**src/rtl/audio_sample_player.sv**
```systemverilog
// -----------------------------------------------------------------------------
// audio_sample_player
//
// Plays mono samples from an external ROM to a stereo (NUM_CH) audio codec.
// Each codec handshake reads one input frame, waits for the ROM sample at the
// current address, computes one output frame according to the latched mode
// (passthrough / loop / one-shot / mix), writes it, and advances the address.
//
// Ports
//   CLOCK_50     sole clock, rising edge
//   reset_n      asynchronous active-low reset
//   mode         00 passthrough, 01 loop, 10 one-shot, 11 mix
//   start        one-cycle pulse: restart playback at address 0
//   atten        arithmetic right shift applied to the ROM sample
//   read_ready   codec holds an input frame
//   write_ready  codec accepts an output frame
//   readdata     codec input frame, channel 0 in the LSBs
//   rom_q        ROM sample (ROM_LAT clocks after rom_addr)
//   read         one-cycle pulse consuming readdata
//   write        one-cycle pulse presenting writedata
//   writedata    registered output frame, channel 0 in the LSBs
//   rom_addr     registered ROM address
//   done         one-shot playback reached the last sample
// -----------------------------------------------------------------------------
module audio_sample_player #(
  parameter int DATA_W  = 24,
  parameter int NUM_CH  = 2,
  parameter int ADDR_W  = 16,
  parameter int DEPTH   = 65536,
  parameter int ROM_LAT = 1
) (
  input  logic                     CLOCK_50,
  input  logic                     reset_n,
  input  logic [1:0]               mode,
  input  logic                     start,
  input  logic [2:0]               atten,
  input  logic                     read_ready,
  input  logic                     write_ready,
  input  logic [NUM_CH*DATA_W-1:0] readdata,
  input  logic [DATA_W-1:0]        rom_q,
  output logic                     read,
  output logic                     write,
  output logic [NUM_CH*DATA_W-1:0] writedata,
  output logic [ADDR_W-1:0]        rom_addr,
  output logic                     done
);

  localparam int                BUS_W     = NUM_CH * DATA_W;
  localparam logic [ADDR_W-1:0] LAST_ADDR = ADDR_W'(DEPTH - 1);
  localparam logic [1:0]        LAT_LAST  = 2'(ROM_LAT - 1);

  localparam logic [1:0] MODE_PASS    = 2'b00;
  localparam logic [1:0] MODE_LOOP    = 2'b01;
  localparam logic [1:0] MODE_ONESHOT = 2'b10;
  localparam logic [1:0] MODE_MIX     = 2'b11;

  typedef enum logic [1:0] {
    S_WAIT  = 2'd0,
    S_LAT   = 2'd1,
    S_CALC  = 2'd2,
    S_WRITE = 2'd3
  } state_t;

  state_t              state_q, state_d;
  logic [1:0]          lat_cnt_q, lat_cnt_d;
  logic [1:0]          mode_q, mode_d;
  logic [BUS_W-1:0]    rdata_q, rdata_d;
  logic                pend_q, pend_d;
  logic                read_q, read_d;
  logic                write_q, write_d;
  logic [BUS_W-1:0]    wdata_q, wdata_d;
  logic [ADDR_W-1:0]   addr_q, addr_d;
  logic                done_q, done_d;

  logic                handshake;
  logic                addr_update;
  logic [BUS_W-1:0]    calc_data;
  logic signed [DATA_W-1:0] rom_sh;
  logic [DATA_W-1:0]   in_ch;
  logic [DATA_W:0]     mix_sum;

  assign handshake   = (state_q == S_WAIT) && read_ready && write_ready;
  assign addr_update = (state_q == S_WRITE) && write_ready;

  // ---------------------------------------------------------------------------
  // State register (plus all datapath flops)
  // ---------------------------------------------------------------------------
  // NOTE: sequential state uses non-blocking assignments so every flop samples
  // the pre-edge value of the others, independent of statement order.
  always_ff @(posedge CLOCK_50 or negedge reset_n) begin
    if (!reset_n) begin
      state_q   <= S_WAIT;
      lat_cnt_q <= '0;
      mode_q    <= MODE_PASS;
      rdata_q   <= '0;
      pend_q    <= 1'b0;
      read_q    <= 1'b0;
      write_q   <= 1'b0;
      wdata_q   <= '0;
      addr_q    <= '0;
      done_q    <= 1'b0;
    end else begin
      state_q   <= state_d;
      lat_cnt_q <= lat_cnt_d;
      mode_q    <= mode_d;
      rdata_q   <= rdata_d;
      pend_q    <= pend_d;
      read_q    <= read_d;
      write_q   <= write_d;
      wdata_q   <= wdata_d;
      addr_q    <= addr_d;
      done_q    <= done_d;
    end
  end

  // ---------------------------------------------------------------------------
  // Next-state logic
  // ---------------------------------------------------------------------------
  // NOTE: every combinational output gets a default first so no path leaves
  // a signal unassigned, which would otherwise infer a latch.
  always_comb begin
    state_d = state_q;
    unique case (state_q)
      S_WAIT:  if (handshake)             state_d = S_LAT;
      S_LAT:   if (lat_cnt_q == LAT_LAST) state_d = S_CALC;
      S_CALC:                             state_d = S_WRITE;
      S_WRITE: if (write_ready)           state_d = S_WAIT;
      default:                            state_d = S_WAIT;
    endcase
  end

  // ---------------------------------------------------------------------------
  // Per-channel sample computation from the latched frame and mode
  // ---------------------------------------------------------------------------
  always_comb begin
    calc_data = '0;
    in_ch     = '0;
    mix_sum   = '0;
    rom_sh    = $signed(rom_q) >>> atten;
    for (int ch = 0; ch < NUM_CH; ch++) begin
      in_ch   = rdata_q[ch*DATA_W +: DATA_W];
      // One guard bit keeps the sum exact; dropping bit 0 halves it.
      mix_sum = {in_ch[DATA_W-1], in_ch} + {rom_sh[DATA_W-1], rom_sh};
      unique case (mode_q)
        MODE_PASS:    calc_data[ch*DATA_W +: DATA_W] = in_ch;
        MODE_LOOP:    calc_data[ch*DATA_W +: DATA_W] = rom_sh;
        MODE_ONESHOT: calc_data[ch*DATA_W +: DATA_W] = done_q ? '0 : rom_sh;
        MODE_MIX:     calc_data[ch*DATA_W +: DATA_W] = mix_sum[DATA_W:1];
        default:      calc_data[ch*DATA_W +: DATA_W] = '0;
      endcase
    end
  end

  // ---------------------------------------------------------------------------
  // Output / datapath logic
  // ---------------------------------------------------------------------------
  always_comb begin
    lat_cnt_d = '0;
    mode_d    = mode_q;
    rdata_d   = rdata_q;
    pend_d    = pend_q;
    read_d    = 1'b0;
    write_d   = 1'b0;
    wdata_d   = wdata_q;
    addr_d    = addr_q;
    done_d    = done_q;

    if (handshake) begin
      read_d  = 1'b1;
      mode_d  = mode;
      rdata_d = readdata;
    end

    if (state_q == S_LAT) begin
      lat_cnt_d = lat_cnt_q + 2'd1;
    end

    if (state_q == S_CALC) begin
      wdata_d = calc_data;
    end

    if (state_q == S_WAIT) begin
      // Restart is immediate while idle; the pending flag is never set here.
      if (start) begin
        addr_d = '0;
        done_d = 1'b0;
        pend_d = 1'b0;
      end
    end else if (addr_update) begin
      write_d = 1'b1;
      if (pend_q || start) begin
        addr_d = '0;
        done_d = 1'b0;
        pend_d = 1'b0;
      end else begin
        unique case (mode_q)
          MODE_PASS: addr_d = '0;
          MODE_LOOP, MODE_MIX: addr_d = (addr_q == LAST_ADDR) ? '0 : addr_q + 1'b1;
          MODE_ONESHOT: begin
            if (addr_q == LAST_ADDR) done_d = 1'b1;
            else                     addr_d = addr_q + 1'b1;
          end
          default: addr_d = addr_q;
        endcase
      end
    end else if (start) begin
      pend_d = 1'b1;
    end
  end

  assign read      = read_q;
  assign write     = write_q;
  assign writedata = wdata_q;
  assign rom_addr  = addr_q;
  assign done      = done_q;

endmodule

```
**config.mk**
```make
export PLATFORM = sky130hd
export DESIGN_NAME = audio_sample_player
export DESIGN_NICKNAME = d
export VERILOG_FILES = /design/src/rtl/audio_sample_player.sv
export SDC_FILE = /design/constraint.sdc
export NUM_CORES = 1
export LEC_CHECK = 0
export CORE_MARGIN = 2
export CORE_UTILIZATION = 25
export CTS_CLUSTER_SIZE = 25
export DETAILED_ROUTE_END_ITERATION = 8
export GPL_TIMING_DRIVEN = 0
export PLACE_DENSITY = 0.56
export SLEW_MARGIN = 20
export SYNTH_ARGS = -nofsm -noshare
export SYNTH_HDL_FRONTEND = slang
export SYNTH_SLANG_ARGS = --single-unit
```
**constraint.sdc**
```tcl
create_clock -name CLOCK_50 -period 2.7 [get_ports CLOCK_50]
set_clock_uncertainty 0.1 [all_clocks]
set_input_delay 0.405 -clock CLOCK_50 [delete_from_list [all_inputs] [get_ports CLOCK_50]]
set_output_delay 0.405 -clock CLOCK_50 [all_outputs]
set_load 0.01 [all_outputs]
```
[Word level (Yosys, flattened, before mapping)]
Index checks and enable logic that the tools add are counted.
Word-level totals
  output and inout bits: 67
  bits in registers: 122
  bits of input ports: 82
  word-level logic and storage cells: 72
Cells by class
  $add $sub $neg: 4
  shift-type cells: 1
  equal/unequal tests: 13
  multiplexer cells: 28
  reduce and logical (&&, ||, !) cells: 16
Operators with widths (number)
  case mux 24 bit (4 select lines): 2
  two-way mux 16 bit: 6
  adder 24 x 24 -> 25 bit: 2
  case mux 16 bit (3 select lines): 1
  two-way mux 24 bit: 1
  >>> shifter 24 x 3 -> 24 bit: 1
  adder 16 x 1 -> 16 bit (second input constant): 1
  == test 16 bit (second input constant): 1
  two-way mux 1 bit: 13
  AND reduction 3 bit: 3
  == test 2 bit (second input constant): 4
  two-way mux 2 bit: 4
  != test 2 bit (second input constant): 4
  case mux 2 bit (4 select lines): 1
  zero test 2 bit: 3
  nonzero test 3 bit: 2
  == test 2 x 1 -> 1 bit (second input constant): 2
  != test 4 bit (second input constant): 1
  AND reduction 4 bit: 1
  nonzero test 2 bit: 2
  logical AND 1 bit: 3
  != test 3 x 1 -> 1 bit (second input constant): 1
  adder 2 x 1 -> 2 bit (second input constant): 1
  OR reduction 2 bit: 1
  logical OR 1 bit: 1

[Longest topological paths before layout]
Gate-level depths: netlist (run 1).
  word-level depth: 6
  mapped depth: 17
  gate-level depth less buffers: 14

[Worst setup path before layout (run 1)]
No wires, ideal clock.
  kind: in2reg
  from: in atten[1]
  to: reg wdata_q[13], in the netlist writedata[13]
  stages on the path: 16
  data required time: 2.496 ns
  slack: -1.333 ns
  path buffers: 2
  arrival: 3.829 ns
  setup time: 0.104 ns
  path through: clkbuf_1 buf_1 clkinv_1 mux2i_1 nand2_1 o21a_1 inv_1 fa_1 a21o_1 a221oi_1 nor2_1 a221oi_2 o21ai_0 xor2_1 nand2_1 a221oi_1
Between the ends
  word-level cells in the longest chain between the ends: 3
  elaborated cells on any way between the ends: 4
  those cells by class: add/sub: 1; shift: 1; mux: 2
RTL lines
  start, declared: RTL line 36  | input logic [2:0] atten,
  >>> shifter 24 x 3 -> 24 bit *: RTL line 139  | rom_sh = $signed(rom_q) >>> atten;
  adder 24 x 24 -> 25 bit / two-way mux 24 bit (equally long branches): RTL line 143, 147
  case mux 24 bit (4 select lines) *: RTL line 144  | unique case (mode_q)
  end signal, assigned: RTL line 110  | wdata_q <= wdata_d;
  end, declared: RTL line 71  | logic [BUS_W-1:0] wdata_q, wdata_d;
Mark *: on every way between the ends. The rest lies on a longest branch, timed or not.
A chain may end at the register's enable or synchronous reset.

[Worst setup path after layout (run 1)]
  from: in rom_q[7]
  to: reg wdata_q[21], in the netlist writedata[21]
Between the ends
  word-level cells in the longest chain between the ends: 3
  elaborated cells on any way between the ends: 4
  those cells by class: add/sub: 1; shift: 1; mux: 2
RTL lines
  start, declared: RTL line 40  | input logic [DATA_W-1:0] rom_q,
  >>> shifter 24 x 3 -> 24 bit *: RTL line 139
  adder 24 x 24 -> 25 bit / two-way mux 24 bit (equally long branches): RTL line 143, 147
  case mux 24 bit (4 select lines) *: RTL line 144
Marked as above.

==> impl_metrics.xml, run 1 <==
<?xml version="1.0" encoding="UTF-8"?>
<metrics>
  <group name="min_path">
    <metric name="min_path_type" unit="">register to register</metric>
  </group>
  <group name="global_route">
    <metric name="overflow" unit="">0</metric>
    <metric name="groute.layer.met1.usage" unit="%">24.9</metric>
    <metric name="gr-max-usage-layer" unit="">met2</metric>
    <metric name="wire_length_of_the_first_global_routing_pass" unit="mm">54.7</metric>
    <metric name="grt_use_met2" unit="%">31.2</metric>
    <metric name="use_met3" unit="%">3.57</metric>
    <metric name="first_global_vias" unit="">9076</metric>
    <metric name="pin_count_of_the_biggest_net_entering_global_routing" unit="">82</metric>
    <metric name="antenna_found_initial" unit="">0</metric>
    <metric name="groute.usage.overall" unit="%">18.8</metric>
  </group>
  <group name="critical_path">
    <metric name="worst_ep_required" unit="ns">2.90</metric>
    <metric name="path_depth" unit="">13</metric>
    <metric name="crit_path_max_incr_delay" unit="ns">0.50</metric>
    <metric name="crit-reg2reg-launch" unit="">rdata_q[0]</metric>
    <metric name="rrSetupSlack" unit="ns">-0.11</metric>
    <metric name="path_cells" unit="">buf_2, mux4_2, mux2_4, and2_4, fa_2, a21o_1, a221oi_4, nor2_4, a221oi_4, o31a_1, o21ai_1, xnor2_1, o21ai_1</metric>
    <metric name="path_buf_inv" unit="">1</metric>
    <metric name="crit_start" unit="">rom_q[7]</metric>
    <metric name="crit_path_dat" unit="ns">3.54</metric>
    <metric name="worstSetupEndpointType" unit="">register</metric>
    <metric name="cpLargestDelayFamily" unit="">compound AO/OA/AOI/OAI gates</metric>
    <metric name="timing.critical_path.slowest_stage_cell" unit="">mux4_2</metric>
    <metric name="worstReg2RegEnd" unit="">writedata[21]</metric>
    <metric name="endpoint" unit="">writedata[21]</metric>
    <metric name="worst-path-max-fanout" unit="">4</metric>
    <metric name="worst_setup_path_start_kind" unit="">input port</metric>
    <metric name="worst-setup-path-type" unit="">input port to register</metric>
    <metric name="r2r.worst_path.cells" unit="">10</metric>
  </group>
  <group name="floorplanning">
    <metric name="io_pins" unit="">149</metric>
    <metric name="dieWidth" unit="um">193</metric>
    <metric name="chipHeight" unit="um">193</metric>
    <metric name="row_count" unit="">69</metric>
    <metric name="effective_utilization_at_floorplan" unit="%">25.3</metric>
    <metric name="die-area" unit="mm^2">0.0374</metric>
    <metric name="fp.coreArea" unit="mm^2">0.0355</metric>
  </group>
  <group name="clock_network">
    <metric name="cts.sink_count" unit="">122</metric>
    <metric name="cts_inserted_buffers" unit="">17</metric>
    <metric name="largest_buffer_count_on_any_clock_path" unit="">2</metric>
    <metric name="cts_h_tree_lvls" unit="">4</metric>
    <metric name="clk-insertion-delay-late" unit="ns">0.43</metric>
    <metric name="clk_pin_slew_worst_paths" unit="ns">0.06</metric>
    <metric name="clk_root_buffer_cell" unit="">clkbuf_16</metric>
    <metric name="tritoncts" unit="">built</metric>
  </group>
  <group name="synthesis">
    <metric name="ys_ff_latch" unit="">122</metric>
    <metric name="synthArstFlopShare" unit="%">100</metric>
    <metric name="synth.distinct_cells" unit="">65</metric>
    <metric name="dominantRegCellSynth" unit="">dfrtp_1</metric>
    <metric name="ys_warn_count" unit="">0</metric>
    <metric name="postSynthCellCount" unit="">1015</metric>
    <metric name="synth-seq-area-share" unit="%">34.0</metric>
    <metric name="synth-edff-count" unit="">0</metric>
    <metric name="syn_area" unit="mm^2">0.00897</metric>
    <metric name="syn_nets" unit="">1151</metric>
    <metric name="synth_area_per_cell" unit="um^2">8.84</metric>
    <metric name="synth_top_area_share" unit="%">34.0</metric>
    <metric name="netlist_top_cells_area" unit="">dfrtp_1 (34%), mux2_2 (8.2%), ha_1 (7.3%), a21oi_1 (5.0%), o21ai_0 (4.9%)</metric>
    <metric name="synth_area_leader_cell" unit="">dfrtp_1</metric>
  </group>
  <group name="routing">
    <metric name="detailedRoute.firstIterationViolations" unit="">723</metric>
    <metric name="via_per_inst" unit="">5.35</metric>
    <metric name="drt-pass1-iter-count" unit="">6</metric>
    <metric name="number_of_nets_with_antenna_violations_after_routing" unit="">0</metric>
    <metric name="drt-wirelength-per-cell" unit="um">21.1</metric>
    <metric name="drc_viols" unit="">0</metric>
    <metric name="vias" unit="">9281</metric>
    <metric name="wl" unit="mm">36.6</metric>
  </group>
  <group name="placement">
    <metric name="place_hpwl" unit="mm">25.7</metric>
    <metric name="gp_routability_congestion" unit="">0.899</metric>
    <metric name="post_dp_cell_area" unit="mm^2">0.0111</metric>
    <metric name="port-buffer-count" unit="">145</metric>
  </group>
  <group name="finish">
    <metric name="drive_above_1_share" unit="%">34.5</metric>
    <metric name="area_growth_syn_to_fin" unit="%">58.0</metric>
    <metric name="layout.filler_cells" unit="">3452</metric>
    <metric name="register_area" unit="mm^2">0.00306</metric>
    <metric name="final_design_area_no_fill" unit="mm^2">0.0142</metric>
    <metric name="antenna_diode_instance_count" unit="">0</metric>
    <metric name="multi_input_gate_area_in_the_final_layout" unit="mm^2">0.00717</metric>
    <metric name="nNetsFinal" unit="">1398</metric>
  </group>
  <group name="timing">
    <metric name="worstMarginPinSlew" unit="ns">0.919</metric>
    <metric name="setup_viol" unit="">41</metric>
    <metric name="hold-worst-slack" unit="ns">0.326</metric>
    <metric name="timing_hold_violations_final" unit="">0</metric>
    <metric name="max_slew_margin" unit="%">38.8</metric>
    <metric name="achievable_freq" unit="MHz">299</metric>
    <metric name="timing_max_transition_violations_final" unit="">0</metric>
    <metric name="period_share" unit="%">124</metric>
    <metric name="timing.final.crit_period" unit="ns">3.35</metric>
    <metric name="grt_setup_unrepaired" unit="">yes</metric>
    <metric name="worst_slack_setup_final" unit="ns">-0.647</metric>
  </group>
  <group name="power">
    <metric name="power.total" unit="mW">17.9</metric>
    <metric name="vdd.ir_drop.worst" unit="uV">670</metric>
    <metric name="power_density" unit="mW/mm^2">1260</metric>
    <metric name="p_leak" unit="nW">5.65</metric>
  </group>
  <group name="status">
    <metric name="run_status" unit="">finished, violations left</metric>
    <metric name="violations" unit="">setup timing</metric>
  </group>
  <group name="run">
    <metric name="max-cap-violations" unit="">0</metric>
  </group>
</metrics>
worst register-to-register path: stages, from the launching register on:
cell and delay, ns:
dfrtp_1 0.42, and2_4 0.16, fa_2 0.36, a21o_1 0.22, a221oi_4 0.37, nor2_4 0.08
a221oi_4 0.35, o31a_1 0.26, o21ai_1 0.09, xnor2_1 0.17, o21ai_1 0.09
power by group:
part / switching (mW) / internal, mW
Sequential: 0.935 / 2.65
Clock: 0.960 / 1.74
Combinational: 6.15 / 5.48
Yosys cell counts, types with 3 or more instances:
cell       instances
o21ai_0           88
a211oi_1           7
ha_1              52
and3_1             9
mux2i_1           23
and2_1            11
or2_2              3
mux4_2            12
or3_1              4
o21ai_1            4
nor3_1            19
a2111oi_0          4
a21o_1            19
nor3b_1            4
a31oi_1           11
o21bai_1           5
o21a_1             8
xor2_1            10
nand4_1           12
o31ai_1           13
nor2_1            89
nand2b_1          10
xnor2_1           20
nand3_1           27
inv_1             34
o22ai_1            7
buf_1              6
clkbuf_1          47
a22oi_1            3
clkinv_1           3
a221oi_2           3
o211ai_1          12
nor2b_1           17
nor4_1             4
a221oi_1          14
o2111ai_1          4
a21oi_1           89
dfrtp_1          122
buf_2              3
mux2_2            65
nand2_1           87
kinds of logic after synthesis:
family          count (synthesis)  synth area share, %
flops                         122                 34.0
mux                           100                 13.7
compound gates                312                 21.7
buf+inv                        96                 4.24
xor+xnor                       30                 2.93
fa+ha+maj                      54                 7.70
simple gates                  301                 15.6
layer usage:
metal | part of all wire, % | up-vias | routed length [um]
met2 | 49 | 344 | 17800
met1 | 43 | 4625 | 15900
met3 | 5.7 | 72 | 2070
met5 | 0 | - | 0
li1 | - | 4240 | -
met4 | 2.4 | 0 | 883
registers in the layout, summed over array words and instances, names as in the netlist:
signal	cells
rom_addr	16
writedata	48
pend_q	1
mode_q	2
lat_cnt_q	2
done	1
state_q	2
write	1
rdata_q	48
read	1
area by class of cell:
class	count	area share, %
clock inverters	14	1.72
flip-flops and latches	122	21.6
repair buffers	242	16.2
well taps	461	4.07
multi-input cells	797	50.6
clock buffers	17	3.00
plain buffers	45	1.82
inverters	37	1.06
worst min path at each step:
stage,startpoint,to,slack [ns],cells past startpoint
after floorplan,reset_n,done,0.009,0
after global placement,lat_cnt_q[0],lat_cnt_q[0],0.32,1
after detailed placement,reset_n,writedata[42],0.21,1
after CTS,lat_cnt_q[0],lat_cnt_q[0],0.33,1
after global routing,lat_cnt_q[0],lat_cnt_q[0],0.36,1
final,lat_cnt_q[0],lat_cnt_q[0],0.33,1
cell usage in the layout (no fill, tap or decap), drive strengths merged, types with 5 or more instances in the layout:
cell	synthesis	layout
o31ai	13	13
dfrtp	122	122
nand2	87	87
clkdlybuf4s50	0	123
nor3	19	19
dlygate4sd2	0	9
xor2	10	10
mux4	12	12
nor2b	17	17
o22ai	7	7
nand4	12	12
a31oi	11	11
a221oi	17	17
xnor2	20	20
a211oi	7	7
o21ai	92	92
mux2i	23	23
nand2b	10	10
nand3	27	27
ha	52	52
clkinv	3	5
nor2	89	89
o21bai	5	5
bufinv	0	6
and2	11	11
a21o	19	19
inv	34	38
buf	11	115
o21a	8	8
o211ai	12	12
clkbuf	48	52
and3	9	9
a21oi	90	90
mux2	65	65
what timing repair did:
item	4_1_cts	5_1_grt
hold endpoints to repair	41	0
hold buffers	1	0
resized for setup	297	127
buffers inserted	60	42
endpoints found under the setup margin	63	63
pin swaps	83	84
metrics by stage:
step                      utilization (%)  setup WS (ns)  TNS, ns  instances
final                                40.0         -0.647   -20.42       1735
after global routing                 40.0         -0.757   -24.22       1735
after CTS                            37.7         -0.706   -17.06       1704
after detailed placement             31.4          -1.72   -67.79       1622
after global placement               31.3          -4.13  -567.69       1621
after floorplan                         -         -0.921   -24.85       1015
Power figures use the tool's default switching activity.
==> inputs of run 2 (changes only) <==
--- a/config.mk
+++ b/config.mk
@@ -5,7 +5,6 @@
 export SDC_FILE = /design/constraint.sdc
 export NUM_CORES = 1
 export LEC_CHECK = 0
-export CORE_MARGIN = 2
 export CORE_UTILIZATION = 25
 export CTS_CLUSTER_SIZE = 25
 export DETAILED_ROUTE_END_ITERATION = 8
==> impl_metrics.xml, run 2 (synthesized netlist as in run 1, its figures left out) <==
<?xml version="1.0" encoding="UTF-8"?>
<metrics>
  <group name="min_path">
    <metric name="min_path_type" unit="">register to register</metric>
    <metric name="holdPathEnd" unit="">lat_cnt_q[0]</metric>
    <metric name="worst_hold_path_depth" unit="">1</metric>
    <metric name="hold_path.startpoint" unit="">lat_cnt_q[0]</metric>
  </group>
  <group name="global_route">
    <metric name="groute.layer.met1.usage" unit="%">25.1</metric>
    <metric name="overflow" unit="">0</metric>
    <metric name="pin_count_of_the_biggest_net_entering_global_routing" unit="">82</metric>
    <metric name="grt_use_met2" unit="%">30.9</metric>
    <metric name="gr-max-usage-layer" unit="">met2</metric>
    <metric name="first_global_vias" unit="">8637</metric>
    <metric name="groute.usage.overall" unit="%">19.0</metric>
    <metric name="antenna_found_initial" unit="">1</metric>
    <metric name="wire_length_of_the_first_global_routing_pass" unit="mm">52.0</metric>
    <metric name="use_met3" unit="%">4.17</metric>
  </group>
  <group name="critical_path">
    <metric name="worst-setup-path-type" unit="">input port to register</metric>
    <metric name="crit-reg2reg-launch" unit="">rdata_q[0]</metric>
    <metric name="worstReg2RegEnd" unit="">writedata[9]</metric>
    <metric name="rrSetupSlack" unit="ns">-0.15</metric>
    <metric name="crit_path_dat" unit="ns">3.58</metric>
    <metric name="r2r.worst_path.cells" unit="">11</metric>
    <metric name="worst-path-max-fanout" unit="">6</metric>
    <metric name="worst_setup_path_start_kind" unit="">input port</metric>
    <metric name="worstSetupEndpointType" unit="">register</metric>
    <metric name="worst_ep_required" unit="ns">2.94</metric>
  </group>
  <group name="floorplanning">
    <metric name="chipHeight" unit="um">191</metric>
    <metric name="row_count" unit="">69</metric>
    <metric name="die-area" unit="mm^2">0.0366</metric>
    <metric name="fp.coreArea" unit="mm^2">0.0354</metric>
    <metric name="effective_utilization_at_floorplan" unit="%">25.3</metric>
    <metric name="io_pins" unit="">149</metric>
    <metric name="dieWidth" unit="um">191</metric>
  </group>
  <group name="finish">
    <metric name="layout_commonest_cell" unit="">dfrtp_1</metric>
    <metric name="most-common-layout-cells" unit="">dfrtp_1 (122), clkdlybuf4s50_1 (121), nor2_1 (85)</metric>
    <metric name="final_design_area_no_fill" unit="mm^2">0.0133</metric>
    <metric name="nNetsFinal" unit="">1347</metric>
    <metric name="antenna_diode_instance_count" unit="">0</metric>
    <metric name="area_growth_syn_to_fin" unit="%">47.9</metric>
    <metric name="drive_above_1_share" unit="%">29.4</metric>
    <metric name="final_core_util" unit="%">37.5</metric>
  </group>
  <group name="status">
    <metric name="run_status" unit="">finished, violations left</metric>
    <metric name="violations" unit="">setup timing</metric>
  </group>
  <group name="clock_network">
    <metric name="cts_inserted_buffers" unit="">17</metric>
    <metric name="tritoncts" unit="">built</metric>
    <metric name="cts.sink_count" unit="">122</metric>
    <metric name="clk-insertion-delay-late" unit="ns">0.44</metric>
    <metric name="clk_pin_slew_worst_paths" unit="ns">0.06</metric>
    <metric name="cts_h_tree_lvls" unit="">4</metric>
    <metric name="largest_buffer_count_on_any_clock_path" unit="">2</metric>
    <metric name="clk_root_buffer_cell" unit="">clkbuf_16</metric>
  </group>
  <group name="routing">
    <metric name="drt-pass1-iter-count" unit="">5</metric>
    <metric name="vias" unit="">8945</metric>
    <metric name="drc_viols" unit="">0</metric>
    <metric name="wl" unit="mm">35.1</metric>
    <metric name="via_per_inst" unit="">5.31</metric>
    <metric name="number_of_nets_with_antenna_violations_after_routing" unit="">0</metric>
    <metric name="detailedRoute.firstIterationViolations" unit="">622</metric>
    <metric name="drt-wirelength-per-cell" unit="um">20.8</metric>
  </group>
  <group name="placement">
    <metric name="place_hpwl" unit="mm">25.7</metric>
    <metric name="post_dp_cell_area" unit="mm^2">0.0111</metric>
    <metric name="port-buffer-count" unit="">145</metric>
    <metric name="gp_routability_congestion" unit="">0.897</metric>
  </group>
  <group name="timing">
    <metric name="timing_max_transition_violations_final" unit="">0</metric>
    <metric name="max_slew_margin" unit="%">40.1</metric>
    <metric name="period_share" unit="%">124</metric>
    <metric name="hold-worst-slack" unit="ns">0.331</metric>
    <metric name="timing.final.crit_period" unit="ns">3.34</metric>
    <metric name="worst_slack_setup_final" unit="ns">-0.639</metric>
    <metric name="setup_viol" unit="">40</metric>
    <metric name="setup-tns-final" unit="ns">-14.80</metric>
    <metric name="worstMarginPinSlew" unit="ns">0.898</metric>
    <metric name="grt_setup_unrepaired" unit="">yes</metric>
    <metric name="timing_hold_violations_final" unit="">0</metric>
    <metric name="achievable_freq" unit="MHz">299</metric>
  </group>
  <group name="power">
    <metric name="power_density" unit="mW/mm^2">1240</metric>
    <metric name="power.total" unit="mW">16.5</metric>
    <metric name="netSwitchingFraction" unit="%">45.5</metric>
    <metric name="vdd.ir_drop.worst" unit="uV">635</metric>
    <metric name="clock_power_share" unit="%">16.0</metric>
    <metric name="comb_power_share" unit="%">62.6</metric>
    <metric name="share_seq_of_total_power" unit="%">21.4</metric>
    <metric name="internal-power" unit="mW">8.96</metric>
    <metric name="p_leak" unit="nW">5.35</metric>
    <metric name="total_switching_power" unit="mW">7.50</metric>
  </group>
  <group name="run">
    <metric name="max-cap-violations" unit="">0</metric>
  </group>
</metrics>
[run 2: power groups by stage]
stage / Sequential [mW] / Clock (mW) / Combinational (mW)
after floorplan: 3.28 / 0 / 5.28
after global placement: 3.46 / 0 / 8.06
after detailed placement: 3.44 / 0 / 8.16
after CTS: 3.49 / 2.68 / 9.17
after global routing: 3.62 / 2.75 / 11.1
final: 3.53 / 2.63 / 10.3
[run 2: layout make-up]
cell class                      count  area, um^2
Clock buffer                       19         443
Inverter                           37         153
Buffer                             45         269
Multi-Input combinational cell    797        6720
Fill cell                        3618       22100
Timing Repair Buffer              191        1840
Tap cell                          461         577
Clock inverter                     13         214
Sequential cell                   122        3050
[run 2: how the worst max path moves through the flow]
stage | start | to
6_report | atten[0] | writedata[9]
2_1_floorplan | atten[0] | writedata[15]
3_5_place_dp | rom_q[7] | writedata[15]
4_1_cts | atten[0] | writedata[23]
3_3_place_gp | reset_n | rom_addr[2]
5_1_grt | atten[0] | writedata[19]
[run 2: timing repair]
| action | CTS | global route |
|---|---|---|
| endpoints found under the hold margin | 41 | 0 |
| gates resized for setup | 189 | 141 |
| hold buffers | 1 | 0 |
| buffers inserted | 26 | 18 |
| cloned | 0 | 1 |
| pin swaps | 37 | 52 |
| setup endpoints to repair | 63 | 61 |
[run 2: per-layer routing]
| layer | vias to the layer above | routed length [um] |
|---|---|---|
| met5 | - | 0 |
| met2 | 339 | 16700 |
| li1 | 4141 | - |
| met4 | 0 | 852 |
| met1 | 4414 | 15400 |
| met3 | 51 | 2200 |
[run 2: per-stage QoR]
stage / setup WS, ns / instances
5_1_grt: -0.732 / 1685
2_1_floorplan: -0.921 / 1015
6_report: -0.639 / 1685
3_3_place_gp: -4.11 / 1621
3_5_place_dp: -1.77 / 1622
4_1_cts: -0.653 / 1671
[run 2: worst max-delay path, cell delays in order]
cell	delay, ns
buf_12	0.09
mux4_2	0.51
mux2_4	0.33
and2_4	0.17
fa_2	0.36
a21o_1	0.22
a221oi_4	0.37
nor2_4	0.07
buf_4	0.14
or3_4	0.32
a21oi_2	0.15
xnor2_1	0.12
a21oi_1	0.08
a211oi_1	0.21
